`config.mk`:
```
export PLATFORM = sky130hd
export DESIGN_NAME = neuron_sweep_sequencer_flat
export DESIGN_NICKNAME = d
export VERILOG_FILES = /design/src/rtl/neuron_sweep_sequencer_if.sv /design/src/rtl/neuron_sweep_sequencer.sv /design/src/flat_wrapper.sv
export SDC_FILE = /design/constraint.sdc
export NUM_CORES = 2
export LEC_CHECK = 0
export CORE_MARGIN = 2
export CORE_UTILIZATION = 50
export DETAILED_ROUTE_END_ITERATION = 8
export DONT_BUFFER_PORTS = 1
export PLACE_DENSITY = 0.71
export SYNTH_ARGS = -nofsm -noshare
export SYNTH_HDL_FRONTEND = slang
export SYNTH_SLANG_ARGS = --single-unit
```
`constraint.sdc`:
```
create_clock -name clk -period 9.9 [get_ports clk]
set_input_delay 1.98 -clock clk [delete_from_list [all_inputs] [get_ports clk]]
set_output_delay 1.98 -clock clk [all_outputs]
set_load 0.005 [all_outputs]
```
`src/rtl/neuron_sweep_sequencer_if.sv`:
```
// ==== neuron_sweep_sequencer_if : operand/result bus to the Izhikevich pipeline -- rev 1.0 ====
`default_nettype none

interface neuron_sweep_sequencer_if;
  logic [16:0] p_a;
  logic [16:0] p_b;
  logic [16:0] p_c;
  logic [16:0] p_d;
  logic [16:0] p_v;
  logic [16:0] p_u;
  logic [16:0] p_i;
  logic        p_valid;
  logic [16:0] p_v_prime;
  logic [16:0] p_u_prime;
  logic        p_fired;

  modport master (
    output p_a, p_b, p_c, p_d, p_v, p_u, p_i, p_valid,
    input  p_v_prime, p_u_prime, p_fired
  );

  modport slave (
    input  p_a, p_b, p_c, p_d, p_v, p_u, p_i, p_valid,
    output p_v_prime, p_u_prime, p_fired
  );
endinterface

`default_nettype wire

```
`src/rtl/neuron_sweep_sequencer.sv`:
```
// ==== neuron_sweep_sequencer : issues every neuron once per sweep and writes back v'/u' -- rev 1.0 ====
`default_nettype none

module neuron_sweep_sequencer #(
  parameter int N_NEURONS = 16,
  parameter int ADDR_W    = 4,
  parameter int PIPE_LAT  = 4
) (
  input  logic                  clk,
  input  logic                  rst_n,
  input  logic                  start,
  output logic                  busy,
  output logic                  done,
  input  logic                  cfg_we,
  input  logic [ADDR_W-1:0]     cfg_addr,
  input  logic [2:0]            cfg_sel,
  input  logic [16:0]           cfg_wdata,
  output logic [16:0]           cfg_rdata,
  output logic [ADDR_W-1:0]     i_addr,
  input  logic [16:0]           i_data,
  neuron_sweep_sequencer_if.master pipe,
  output logic                  spike_valid,
  output logic [ADDR_W-1:0]     spike_addr,
  output logic [ADDR_W:0]       spike_count
);

  localparam logic [ADDR_W-1:0] LAST_IDX  = ADDR_W'(N_NEURONS - 1);
  localparam logic [ADDR_W:0]   COUNT_MAX = (ADDR_W + 1)'(N_NEURONS);

  typedef enum logic [1:0] {
    IDLE  = 2'd0,
    ISSUE = 2'd1,
    DRAIN = 2'd2
  } state_t;

  state_t            state;
  logic [ADDR_W-1:0] idx;
  logic              last;
  logic [ADDR_W-1:0] p_idx;
  logic              pvalid;
  logic [16:0]       pa, pb, pc, pd, pv, pu, pi;

  logic [16:0] mem_a [N_NEURONS];
  logic [16:0] mem_b [N_NEURONS];
  logic [16:0] mem_c [N_NEURONS];
  logic [16:0] mem_d [N_NEURONS];
  logic [16:0] mem_v [N_NEURONS];
  logic [16:0] mem_u [N_NEURONS];

  logic [PIPE_LAT-1:0] wb_valid;
  logic [ADDR_W-1:0]   wb_idx [PIPE_LAT];
  logic [PIPE_LAT:0]   chain;
  logic                wb_fire;
  logic [ADDR_W-1:0]   wb_addr;
  logic                issue;
  logic                spike_hit;

  // The tracking chain starts at the presented operands, so its tail lines up with the pipeline output.
  assign chain     = {wb_valid, pvalid};
  assign wb_fire   = wb_valid[PIPE_LAT-1];
  assign wb_addr   = wb_idx[PIPE_LAT-1];
  assign spike_hit = wb_fire && pipe.p_fired;
  assign issue     = ((state == IDLE) && start) || ((state == ISSUE) && !last);
  assign i_addr    = idx;

  assign pipe.p_a     = pa;
  assign pipe.p_b     = pb;
  assign pipe.p_c     = pc;
  assign pipe.p_d     = pd;
  assign pipe.p_v     = pv;
  assign pipe.p_u     = pu;
  assign pipe.p_i     = pi;
  assign pipe.p_valid = pvalid;

  always_ff @(posedge clk or negedge rst_n) begin
    if (!rst_n) begin
      state       <= IDLE;
      idx         <= '0;
      last        <= 1'b0;
      p_idx       <= '0;
      pvalid      <= 1'b0;
      pa          <= '0;
      pb          <= '0;
      pc          <= '0;
      pd          <= '0;
      pv          <= '0;
      pu          <= '0;
      pi          <= '0;
      busy        <= 1'b0;
      done        <= 1'b0;
      spike_valid <= 1'b0;
      spike_addr  <= '0;
      spike_count <= '0;
      wb_valid    <= '0;
      for (int j = 0; j < PIPE_LAT; j++) begin
        wb_idx[j] <= '0;
      end
    end else begin
      done        <= 1'b0;
      spike_valid <= spike_hit;
      wb_valid    <= chain[PIPE_LAT-1:0];
      wb_idx[0]   <= p_idx;
      for (int j = 1; j < PIPE_LAT; j++) begin
        wb_idx[j] <= wb_idx[j-1];
      end

      if (spike_hit) begin
        spike_addr <= wb_addr;
        if (spike_count != COUNT_MAX) begin
          spike_count <= spike_count + 1'b1;
        end
      end

      // idx is 0 in IDLE, so the start edge and ISSUE edges share one load path.
      if (issue) begin
        pa     <= mem_a[idx];
        pb     <= mem_b[idx];
        pc     <= mem_c[idx];
        pd     <= mem_d[idx];
        pv     <= mem_v[idx];
        pu     <= mem_u[idx];
        pi     <= i_data;
        p_idx  <= idx;
        pvalid <= 1'b1;
        idx    <= idx + 1'b1;
        last   <= (idx == LAST_IDX);
      end

      case (state)
        IDLE: begin
          if (start) begin
            state       <= ISSUE;
            busy        <= 1'b1;
            spike_count <= '0;
          end
        end
        ISSUE: begin
          if (last) begin
            pvalid <= 1'b0;
            last   <= 1'b0;
            state  <= DRAIN;
          end
        end
        DRAIN: begin
          // Leave once the only live entry is the one retiring at this edge.
          if (chain[PIPE_LAT-1:0] == '0) begin
            state <= IDLE;
            busy  <= 1'b0;
            done  <= 1'b1;
          end
        end
        default: state <= IDLE;
      endcase
    end
  end

  always_ff @(posedge clk or negedge rst_n) begin
    if (!rst_n) begin
      for (int n = 0; n < N_NEURONS; n++) begin
        mem_a[n] <= '0;
        mem_b[n] <= '0;
        mem_c[n] <= '0;
        mem_d[n] <= '0;
        mem_v[n] <= '0;
        mem_u[n] <= '0;
      end
    end else begin
      if ((state == IDLE) && cfg_we) begin
        case (cfg_sel)
          3'd0:    mem_a[cfg_addr] <= cfg_wdata;
          3'd1:    mem_b[cfg_addr] <= cfg_wdata;
          3'd2:    mem_c[cfg_addr] <= cfg_wdata;
          3'd3:    mem_d[cfg_addr] <= cfg_wdata;
          3'd4:    mem_v[cfg_addr] <= cfg_wdata;
          3'd5:    mem_u[cfg_addr] <= cfg_wdata;
          default: ;
        endcase
      end
      if (wb_fire) begin
        mem_v[wb_addr] <= pipe.p_v_prime;
        mem_u[wb_addr] <= pipe.p_u_prime;
      end
    end
  end

  always_comb begin
    cfg_rdata = '0;
    case (cfg_sel)
      3'd0:    cfg_rdata = mem_a[cfg_addr];
      3'd1:    cfg_rdata = mem_b[cfg_addr];
      3'd2:    cfg_rdata = mem_c[cfg_addr];
      3'd3:    cfg_rdata = mem_d[cfg_addr];
      3'd4:    cfg_rdata = mem_v[cfg_addr];
      3'd5:    cfg_rdata = mem_u[cfg_addr];
      default: cfg_rdata = '0;
    endcase
  end

endmodule

`default_nettype wire

```
`src/flat_wrapper.sv`:
```
// flat-port wrapper written by rule: the top's interface ports become plain ports
module neuron_sweep_sequencer_flat 
#(
  parameter int N_NEURONS = 16,
  parameter int ADDR_W    = 4,
  parameter int PIPE_LAT  = 4
)
  (clk, rst_n, start, busy, done, cfg_we, cfg_addr, cfg_sel, cfg_wdata, cfg_rdata, i_addr, i_data, spike_valid, spike_addr, spike_count, pipe_p_a, pipe_p_b, pipe_p_c, pipe_p_d, pipe_p_v, pipe_p_u, pipe_p_i, pipe_p_valid, pipe_p_v_prime, pipe_p_u_prime, pipe_p_fired);
  neuron_sweep_sequencer_if pipe_i ();
  input  logic clk;
  input  logic rst_n;
  input  logic start;
  output logic busy;
  output logic done;
  input  logic cfg_we;
  input  logic [ADDR_W-1:0] cfg_addr;
  input  logic [2:0] cfg_sel;
  input  logic [16:0] cfg_wdata;
  output logic [16:0] cfg_rdata;
  output logic [ADDR_W-1:0] i_addr;
  input  logic [16:0] i_data;
  output logic spike_valid;
  output logic [ADDR_W-1:0] spike_addr;
  output logic [ADDR_W:0] spike_count;
  output wire logic [$bits(pipe_i.p_a)-1:0] pipe_p_a;
  output wire logic [$bits(pipe_i.p_b)-1:0] pipe_p_b;
  output wire logic [$bits(pipe_i.p_c)-1:0] pipe_p_c;
  output wire logic [$bits(pipe_i.p_d)-1:0] pipe_p_d;
  output wire logic [$bits(pipe_i.p_v)-1:0] pipe_p_v;
  output wire logic [$bits(pipe_i.p_u)-1:0] pipe_p_u;
  output wire logic [$bits(pipe_i.p_i)-1:0] pipe_p_i;
  output wire logic [$bits(pipe_i.p_valid)-1:0] pipe_p_valid;
  input wire logic [$bits(pipe_i.p_v_prime)-1:0] pipe_p_v_prime;
  input wire logic [$bits(pipe_i.p_u_prime)-1:0] pipe_p_u_prime;
  input wire logic [$bits(pipe_i.p_fired)-1:0] pipe_p_fired;
  assign pipe_p_a = pipe_i.p_a;
  assign pipe_p_b = pipe_i.p_b;
  assign pipe_p_c = pipe_i.p_c;
  assign pipe_p_d = pipe_i.p_d;
  assign pipe_p_v = pipe_i.p_v;
  assign pipe_p_u = pipe_i.p_u;
  assign pipe_p_i = pipe_i.p_i;
  assign pipe_p_valid = pipe_i.p_valid;
  assign pipe_i.p_v_prime = pipe_p_v_prime;
  assign pipe_i.p_u_prime = pipe_p_u_prime;
  assign pipe_i.p_fired = pipe_p_fired;
  neuron_sweep_sequencer #(.N_NEURONS(N_NEURONS), .ADDR_W(ADDR_W), .PIPE_LAT(PIPE_LAT)) u_core (.clk(clk), .rst_n(rst_n), .start(start), .busy(busy), .done(done), .cfg_we(cfg_we), .cfg_addr(cfg_addr), .cfg_sel(cfg_sel), .cfg_wdata(cfg_wdata), .cfg_rdata(cfg_rdata), .i_addr(i_addr), .i_data(i_data), .pipe(pipe_i), .spike_valid(spike_valid), .spike_addr(spike_addr), .spike_count(spike_count));
endmodule
```
==> summary.md <==
| Metric | Value |
|---|---|
| Final Hold Fails | `0` |
| HP Start | `u_core.wb_idx[13]` |
| Worst-Skew Late Latency | `0.87 ns` |
| Multi-input gate area in the final layout | `48900 um2` |
| Max IR drop VDD | `0.249 mV` |
| DRT iter0 DRCs | `8185` |
| Final Cell Area | `104000 um2` |
| Fin Hold WS | `0.348 ns` |
| Row count | `161` |
| Critical path buffers and inverters | `0` |
| CTS Buffer Depth | `3` |
| Slew @ Worst Pin | `2.56 ns` |
| Post-CTS Setup Inserts | `0` |
| DP Cell Count | `8858` |
| M1 GR Usage | `41.9%` |
| Worst endpoint required time | `7.92 ns` |
| Die X | `444 um` |
| Critical Path Fanout Max | `469` |
| H-tree Lvls | `4` |
| CP dominant cell by count | `mux4_2` |
| Post-DP HPWL | `187 mm` |
| First-pass GRT wire length | `458 mm` |
| Routed Antenna Nets | `0` |
| Initial antenna violation count | `27` |
| Post-synth EDFFs | `0` |
| Static leakage | `48.3 nW` |
| DR vias/cell | `6.94` |
| Layout cell share with drive strength beyond 1 | `39.0%` |
| Detailed Route WL | `316 mm` |
| Status | `complete, but fails checks` |
| DRT Pass-1 Iters | `6` |
| Distinct cell type count after synthesis | `59` |
| Mapped Area | `96800 um2` |
| Mapped Avg Cell Area | `13.9 um2` |
| Setup violations, final | `0` |
| Crit share post-route | `80.4%` |
| RSZ-0062 raised after global routing | `false` |
| Seq/Total Area, Yosys | `46.4%` |
| Cts-stage hold buffer count | `0` |
| R2R cell count | `5` |
| Slowest Stage Delay on Critical Path | `0.88 ns` |
| CTS tree | `done` |
| Fmax | `126 MHz` |
| Max stage delay cell, worst path | `mux4_2` |
| Total negative setup slack | `0 ns` |
| Met2 Use GR | `47.7%` |
| Pins Over Slew Limit | `292` |
| Crit. End Element | `primary output` |
| Cell depth of the worst hold path | `0` |
| Relative slew slack | `-70.5%` |
| Placer Congestion | `0.991` |
| GR Util met3 | `9.17%` |
| Syn-to-layout area delta | `7.72%` |
| Worst Hold End | `u_core.wb_idx[9]` |
| Area occupied by registers | `44900 um2` |
| # fillers | `15300` |
| All-Layer GR Usage | `32.0%` |
| Die H | `444 um` |
| Nets | `6604` |
| Num CTS Buffers | `186` |
| Synth area leaders | `dfrtp_1, mux4_2, mux2_2` |
| R2r endpoint | `u_core.pipe.p_v[10]` |
| Prevailing post-synth register cell | `dfrtp_1` |
| CP cell instances | `mux4_2, mux4_2, a22oi_1, nand4_1` |
| Failing checks | `max-slew violations` |
| Wire per inst | `34.4 um` |
| Tmin final | `7.96 ns` |
| Critical path's top delay family | `multiplexers` |
| Yosys top cell area share | `46.4%` |
| Largest net degree at the start of global routing | `470` |
| Cell Area, Placed | `98100 um2` |
| Initial core utilization | `50.3%` |
| Post-CTS Resized | `0` |
| Final Non-Filler Cells | `9205` |
| Worst EP arrival | `5.98 ns` |
| Post-synth ARST share | `100%` |
| Vias in the first global route | `63200` |
| DRC violations left | `0` |
| CP Class | `input port to primary output` |
| Cell count after synthesis | `6958` |
| Class of the worst hold path | `register to register` |
| Skew final | `0.0417 ns` |
| Commonest cells post-synth | `dfrtp_1, mux2_2, mux4_2, mux2i_1, clkbuf_1` |
| Syn_nets | `7041` |
| Max Cap Viol | `0` |
| Core area | `192000 um2` |
| Yosys top cell by area | `dfrtp_1` |
| Clock sink count | `1795` |
| IO Pins | `233` |
| Synthesized flop and latch total | `1795` |
| Overflow after GRT | `0` |
| Crit path launch | `cfg_addr[1]` |
| Top-count cell post-synth | `dfrtp_1` |
| Synthesis Warnings | `0` |
| Die area | `197000 um2` |
| Root buffer cell | `clkbuf_16` |
| Startpoint Class | `input port` |
| Clock-pin transition on the worst setup and hold timing paths | `0.06 ns` |
| Busiest grt layer | `met2` |
| R2R setup slack | `5.90 ns` |
| Port bufs | `0` |
| Via count | `63900` |
| Pwr dens | `243 nW/um2` |
| R2r startpoint | `u_core.i_addr[0]` |
[metal layers]
metal,vias to the layer above,routed length [um],share of wire (%)
met5,-,140,0.044
met4,16,22200,7.0
met3,897,34700,11
met2,3754,143000,45
met1,33700,117000,37
li1,25500,-,-
[cell usage in the layout (no fill, tap or decap), drive strengths merged, types with 6 or more instances in the layout]
cell type / count
bufinv: 11
a221oi: 8
a32oi: 10
mux4: 886
and3: 8
mux2: 1220
nor2b: 11
and2: 7
nor3b: 7
diode: 14
or3: 7
clkbuf: 280
nor2: 381
dfrtp: 1795
mux2i: 688
or4: 7
nand2: 335
o21ai: 206
o22ai: 16
a22o: 18
a21oi: 365
clkinv: 37
nand4: 20
nor4: 8
a22oi: 84
buf: 114
nand3: 47
nand2b: 7
nor3: 19
inv: 9
o2111ai: 6
[power by group]
group / total [mW] / switching (mW) / internal [mW] / leakage (nW)
sequential: 10.2 / 1.29 / 8.88 / 23.5
clock: 7.18 / 3.09 / 4.10 / 3.02
combinational: 7.97 / 4.10 / 3.87 / 21.7
[logic make-up after synthesis]
family / count (synthesis) / synth area share [%]
flip-flops: 1795 / 46.4
multiplexers: 2794 / 41.9
buffers and inverters: 745 / 3.28
AND/OR/NAND/NOR: 877 / 3.97
AO/OA/AOI/OAI: 738 / 4.33
adder cells (fa/ha/maj): 3 / 0.0388
XOR/XNOR: 6 / 0.0543
[how the worst max path moves through the flow]
stage,slack [ns],endpoint,cells after the start
final,1.94,cfg_rdata[3],4
after floorplan,3.83,cfg_rdata[11],9
after global routing,2.54,cfg_rdata[14],5
after CTS,2.97,cfg_rdata[9],5
after global placement,3.03,cfg_rdata[9],5
after detailed placement,2.96,cfg_rdata[9],5
[stage by stage]
step	setup slack [ns]	utilization, %	power [mW]
2_1_floorplan	3.83	-	15.7
3_3_place_gp	3.03	51.0	17.9
3_5_place_dp	2.96	51.0	18.1
4_1_cts	2.97	54.2	25.3
5_1_grt	2.54	54.2	26.3
6_report	1.94	54.2	25.3
[state kept, by name, summed over array words and instances (netlist names), 2 cells and up]
register            cells
u_core.i_addr           4
u_core.mem_a          272
u_core.mem_b          272
u_core.mem_c          272
u_core.mem_d          272
u_core.mem_u          272
u_core.mem_v          272
u_core.p_idx            4
u_core.pipe.p_a        17
u_core.pipe.p_b        17
u_core.pipe.p_c        17
u_core.pipe.p_d        17
u_core.pipe.p_i        17
u_core.pipe.p_u        17
u_core.pipe.p_v        17
u_core.spike_addr       4
u_core.spike_count      5
u_core.state            2
u_core.wb_addr          4
u_core.wb_idx          12
u_core.wb_valid         4
[layout make-up]
cell class	count	share of cell area, %
well taps	2526	3.03
multi-input cells	4418	46.9
clock inverters	52	0.664
diodes	14	0.0336
clock buffers	280	5.24
flip-flops and latches	1795	43.1
repair buffers	114	1.00
inverters	6	0.0216
(Power assumes the default switching activity.)
